### config.mk
export PLATFORM = sky130hd
export DESIGN_NAME = n_bit_subtractor
export DESIGN_NICKNAME = d
export VERILOG_FILES = /design/src/rtl/n_bit_subtractor_pkg.sv /design/src/rtl/full_subtractor.sv /design/src/rtl/n_bit_subtractor.sv
export SDC_FILE = /design/constraint.sdc
export NUM_CORES = 1
export LEC_CHECK = 0
export CORE_MARGIN = 2
export CORE_UTILIZATION = 34
export CTS_CLUSTER_DIAMETER = 80
export CTS_CLUSTER_SIZE = 30
export DETAILED_ROUTE_END_ITERATION = 8
export PLACE_DENSITY = 0.77
export SLEW_MARGIN = 20
export SYNTH_ARGS = -nofsm -noshare
export SYNTH_HDL_FRONTEND = slang
export SYNTH_SLANG_ARGS = --single-unit
### constraint.sdc
create_clock -name clk -period 5.1 [get_ports clk]
set_clock_uncertainty 0.2 [all_clocks]
set_input_delay 0.51 -clock clk [delete_from_list [all_inputs] [get_ports clk]]
set_output_delay 0.51 -clock clk [all_outputs]
set_load 0.02 [all_outputs]
### src/rtl/n_bit_subtractor_pkg.sv
// Shared constants for the ripple-borrow subtractor: default operand width
// and the value the registered outputs take while reset is asserted.
package n_bit_subtractor_pkg;
    localparam int   DEFAULT_N = 8;
    localparam logic RST_VAL   = 1'b0;
endpackage

### src/rtl/full_subtractor.sv
// One-bit full subtractor: d = a - b - bi, bo set when the stage must borrow.
module full_subtractor (
    input  logic a,
    input  logic b,
    input  logic bi,
    output logic d,
    output logic bo
);
    assign d  = a ^ b ^ bi;
    assign bo = (~a & b) | (~(a ^ b) & bi);
endmodule

### src/rtl/n_bit_subtractor.sv
// N-bit ripple-borrow subtractor with combinational diff/bout/ovf and a
// one-cycle registered copy of each that clears asynchronously on rst_n.
module n_bit_subtractor
    import n_bit_subtractor_pkg::*;
#(
    parameter int N = DEFAULT_N
) (
    input  logic         clk,
    input  logic         rst_n,
    input  logic [N-1:0] a,
    input  logic [N-1:0] b,
    input  logic         bin,
    output logic [N-1:0] diff,
    output logic         bout,
    output logic         ovf,
    output logic [N-1:0] diff_q,
    output logic         bout_q,
    output logic         ovf_q
);
    // borrow[i] is the borrow into stage i; borrow[N] leaves the MSB stage.
    logic [N:0] borrow;

    assign borrow[0] = bin;

    for (genvar i = 0; i < N; i++) begin : g_stage
        full_subtractor u_fs (
            .a  (a[i]),
            .b  (b[i]),
            .bi (borrow[i]),
            .d  (diff[i]),
            .bo (borrow[i+1])
        );
    end

    assign bout = borrow[N];

    // Signed overflow: operands of opposite sign and result sign differs from a.
    assign ovf = (a[N-1] ^ b[N-1]) & (diff[N-1] ^ a[N-1]);

    logic [N-1:0] diff_d;
    logic         bout_d;
    logic         ovf_d;

    assign diff_d = diff;
    assign bout_d = bout;
    assign ovf_d  = ovf;

    always_ff @(posedge clk or negedge rst_n) begin
        if (!rst_n) begin
            diff_q <= {N{RST_VAL}};
            bout_q <= RST_VAL;
            ovf_q  <= RST_VAL;
        end else begin
            diff_q <= diff_d;
            bout_q <= bout_d;
            ovf_q  <= ovf_d;
        end
    end
endmodule

==> impl_metrics.csv <==
group,metric,value,unit
pwr,p_leak,0.485,nW
run,max_cap_viol_count,0,
grt,grt_max_degree,11,
worst_setup_path,end_kind,"output pin",
cts,cts_root_buf,"clkbuf_4",
pwr,p_seq_share,33.8,%
grt,grt_overflow,0,
routing,vias_per_cell,3.97,
place,dp.final_hpwl,999,µm
grt,grt_pass1_wl,1.84,mm
floorplanning,rows,14,
routing,drt-total-wl,1.05,mm
worst_setup_path,crit_chain,"dlymetal6s2s_1, inv_2, fa_2, inv_2, fa_2, fa_2, fa_2, fa_2, fa_2, fa_2, inv_2, fa_1, xnor2_1, nor2_1, buf_4",
place,port_buffers,38,
pwr,clkPwrFrac,16.6,%
routing,via_count,389,
layout,postLayoutCoreUtil,62.2,%
routing,first_iter_violations,1,
timing,hold_viol_final,0,
worst_setup_path,slowest_stage,"fa_1",
routing,first_pass_iters,2,
timing,worst_pin_slew,0.439,ns
synthesis,yosys_warnings,0,
floorplanning,dieArea,2010,µm²
timing,fin_hold_ws,0.372,ns
pwr,power_frac_comb,49.6,%
timing,max_freq,203,MHz
routing,ant_nets,0,
timing,tns,0,ns
synthesis,ys_seq_elements,10,
timing,setup_violations,0,
worst_setup_path,path_delay_family,"adder cells",
floorplanning,start_util,36.8,%
pwr,irDropWorstVdd,0.125,mV
worst_setup_path,startpoint,"b[0]",
worst_setup_path,slowest_delay,0.44,ns
cts,cts_inserted_buffers,3,
cts,clk_pin_slew,0.06,ns
floorplanning,core,1540,µm²
synthesis,synth_nets,76,
pwr,internal-power,0.193,mW
timing,post-route-period-util,96.4,%
routing,remaining_drc_errors,0,
cts,clock_path_buffers,2,
floorplanning,die_h,44.8,µm
cts,post_cts_buffers,0,
layout,final_common_cell,"clkdlybuf4s50_1",
cts,holdBufCountCts,0,
worst_setup_path,cp-start-kind,"input port",
layout,nNetsFinal,112,
hold_path,hold_path_class,"input port to asynchronous set/reset pin",
worst_setup_path,path_class,"input port to output pin",
grt,antenna_found_initial,0,
grt,grt_util_met1,15.0,%
grt,gr-usage-met2,22.9,%
grt,grt_pass1_vias,438,
cts,cts_tree,"done",
grt,track_usage,12.4,%
timing,relSlewSlack,70.6,%
place,globalplace.congestion,0.651,
layout,mostFrequentLayoutCells,"clkdlybuf4s50_1 (31), inv_1 (15), dfrtp_1 (10), fa_2 (7)",
timing,min_period,4.92,ns
layout,area_growth,69.1,%
synthesis,ys_types,7,
floorplanning,io_pins,39,
pwr,switchingPower,0.0951,mW
cts,htree_levels,1,
synthesis,syn_area,567,µm²
timing,rsz0062_at_grt,"false",
worst_setup_path,path_max_fanout,2,
grt,use_met3,0.400,%
worst_setup_path,cp.arrival,4.21,ns
synthesis,yosysSeqAreaShare,44.2,%
grt,busiest_layer,"met2",
routing,routedWlPerCell,10.7,µm
status,outcome,"finished, final reports clean",
timing,drv_slew,0,
pwr,powerDensity,301,nW/µm²
layout,antenna_cells,0,
cts,numClockSinks,10,
worst_setup_path,cpMostUsedCell,"fa_2",
worst_setup_path,critPathBufInv,5,
worst_setup_path,crit_required,4.39,ns
synthesis,avgSynthCellArea,11.8,µm²
pwr,switching_share,33.0,%
synthesis,synth_cells,48,
floorplanning,dieWidth,44.8,µm
layout,layout-drive-gt1-share,22.0,%
## cell usage after synthesis (all sizes together)
master / count / area, µm²
xnor2: 1 / 8.76
nor2: 1 / 3.75
inv: 19 / 71.3
ha: 1 / 12.5
fa: 8 / 160
buf: 8 / 60.1
dfrtp: 10 / 250
## layout make-up
cell class	count	area, µm²
Clock buffer	3	22.5
Timing Repair Buffer	39	392
Tap cell	16	20.0
Fill cell	134	583
Sequential cell	10	250
Inverter	19	71.3
Multi-Input combinational cell	11	203
## power groups by stage
stage	Sequential (mW)	Combinational, mW	Clock (mW)
floorplan	0.118	0.0592	0
global placement	0.0981	0.140	0
detailed placement	0.0994	0.143	0
CTS	0.0978	0.143	0.0506
global route	0.0980	0.155	0.0557
finish	0.0975	0.143	0.0480
## state kept, by name, summed over array words and instances, names as in the netlist
signal,flops
bout_q,1
diff_q,8
ovf_q,1
## worst paths after layout
check | endpoint | depth (start not counted)
max in group asynchronous | diff_q[4] | 1
min in group clk | diff_q[0] | 3
max | ovf | 15
min | diff_q[0] | 1
## what timing repair did
item                                    in CTS  in global routing
pin swaps                                    0                 10
gates resized for setup                     11                 14
endpoints found under the setup margin       2                  2
## per-layer routing
layer | up-vias | routed length [µm]
li1 | 185 | -
met1 | 186 | 364
met2 | 18 | 623
met3 | 0 | 65
met4 | 0 | 0
met5 | - | 0
## cells by family after synthesis
| logic type | synth area share [%] |
|---|---|
| buffers and inverters | 23.2 |
| DFF | 44.2 |
| adders and majority gates | 30.5 |
| xor gates and xnor gates | 1.55 |
| and+or+nand+nor | 0.662 |
## through the flow
stage	power, mW	instance area, µm²	cells	setup slack [ns]
2_1_floorplan	0.177	567	48	0.423
3_3_place_gp	0.239	915	95	-0.513
3_5_place_dp	0.243	915	95	-0.548
4_1_cts	0.292	943	98	0.0432
5_1_grt	0.309	958	98	0.00197
6_report	0.288	958	98	0.185
Power figures use the tool's default switching activity.
==> RTL change: new RTL, config.mk and constraints unchanged <==
Change the package constant `DEFAULT_N` from 8 to 9.
--- a/src/rtl/n_bit_subtractor_pkg.sv
+++ b/src/rtl/n_bit_subtractor_pkg.sv
@@ -2,5 +2,5 @@
 // and the value the registered outputs take while reset is asserted.
 package n_bit_subtractor_pkg;
-    localparam int   DEFAULT_N = 8;
+    localparam int   DEFAULT_N = 9;
     localparam logic RST_VAL   = 1'b0;
 endpackage
Interface: changed (resized a, b, diff and diff_q); port bits go from 39 to 43. The function was not compared with the original's and may differ.
==> RTL change against the original RTL <==
Sequential cell count up 1; sequential share of layout area down 0.56 points; final area up 12%; wire length up 8.0%; area after synthesis up 11%; die area up 9.6%; total power up 12%; worst setup slack worse by 47 ps; sequential power up 9.7%; global-route usage down 0.87 points.
==> RTL change: results (changes against the original RTL) <==
Final GP Congestion=0.707 (was 0.651); share of the synthesized area in the top cell type=43.9% (was 44.2%); worst hold margin=360 ps (was 372 ps); DR iter-0 viols=4 (was 1); commonest cells in the netlist=inv_1 (21), dfrtp_1 (11), buf_4 (9), fa_1 (9) (was inv_1 (19), dfrtp_1 (10), buf_4 (8), fa_1 (8)); crit path from=bin (was b[0]); first-pass GRT wire length=1640 um (was 1840 um); WL met3=51 um (was 65 um); part of the Yosys area used for sequential elements=43.9% (was 44.2%); I/O Buffers=42 (was 38); worst ir drop on vdd=109 uV (was 125 uV); DP Wirelength=993 um (was 999 um); CP max-delay cell=fa_1 (unchanged); metal2 WL=687 um (was 623 um); Leakage Power=0.514 nW (was 0.485 nW); placed cell areas=1040 um^2 (was 915 um^2); final-stage net count=126 (was 112); vias per cell=3.59 (was 3.97); gr usage total=11.5% (was 12.4%); Avg Cell Area, Syn=11.8 um^2 (about the same); Worst Max-Slew Pin Slew=435 ps (was 439 ps); layout cells sized above 1=26.6% (was 22.0%); outcome=complete, no violations (unchanged); final wirelength=1140 um (was 1050 um); Metal-1 WL=378 um (was 364 um); largest net degree at the start of global routing=12 (was 11); DRT Pass-1 Iters=4 (was 2); Max Used Layer=met4 (was met3); vias=427 (was 389); Worst EP arrival=4250 ps (was 4210 ps); Post-synth ARST share=100% (unchanged); post-synth net total=84 (was 76); DP Worst Slack=-970 ps (was -548 ps)
==> RTL change: cell types whose count changed in the layout (fill, tap and decap cells not counted), sizes merged <==
cell           change
dfrtp              +1
clkdlybuf4s15      -1
dlymetal6s2s       -4
clkdlybuf4s50      +4
inv                +2
dlygate4sd2        +2
buf                +7
fa                 +1
==> RTL change: what timing repair did <==
action	CTS	global route
pin swaps	11	9
endpoints found under the setup margin	4	4
resized for setup	38	0
buffers inserted	0	0
==> RTL change: area by class of cell <==
| class | count | area [um^2] |
|---|---|---|
| Inverter | 21 | 81.3 |
| Clock buffer | 4 | 26.3 |
| Tap cell | 25 | 31.3 |
| Fill cell | 152 | 649 |
| Sequential cell | 11 | 275 |
| Timing Repair Buffer | 46 | 438 |
| Multi-Input combinational cell | 12 | 225 |
==> RTL change: worst max path at each step <==
| stage | to | slack [ps] | cells after the start |
|---|---|---|---|
| floorplan | ovf | 50 | 14 |
| global placement | ovf | -870 | 15 |
| detailed placement | ovf | -970 | 15 |
| CTS | ovf | -150 | 16 |
| global route | ovf | 6 | 16 |
| finish | ovf | 140 | 16 |
==> RTL change: metal layers <==
metal  global-route usage [%]  vias to the layer above
met1                     10.3                      198
met2                     20.8                       16
met4                     11.1                        0
met3                     2.31                        2
met5                        0                        -
li1                         -                      211
==> RTL change: cell families after synthesis <==
kind of cell  share of synthesized area [%]
simple gates                          0.598
flops                                  43.9
xor+xnor                               1.40
fa+ha+maj                              30.7
buf+inv                                23.4
==> RTL change: report_power, final <==
| part | switching, mW | total [mW] | leakage (nW) | internal [mW] |
|---|---|---|---|---|
| Clock | 0.0235 | 0.0535 | 0.0150 | 0.0301 |
| Combinational | 0.0791 | 0.163 | 0.369 | 0.0835 |
| Sequential | 0.00355 | 0.107 | 0.129 | 0.103 |
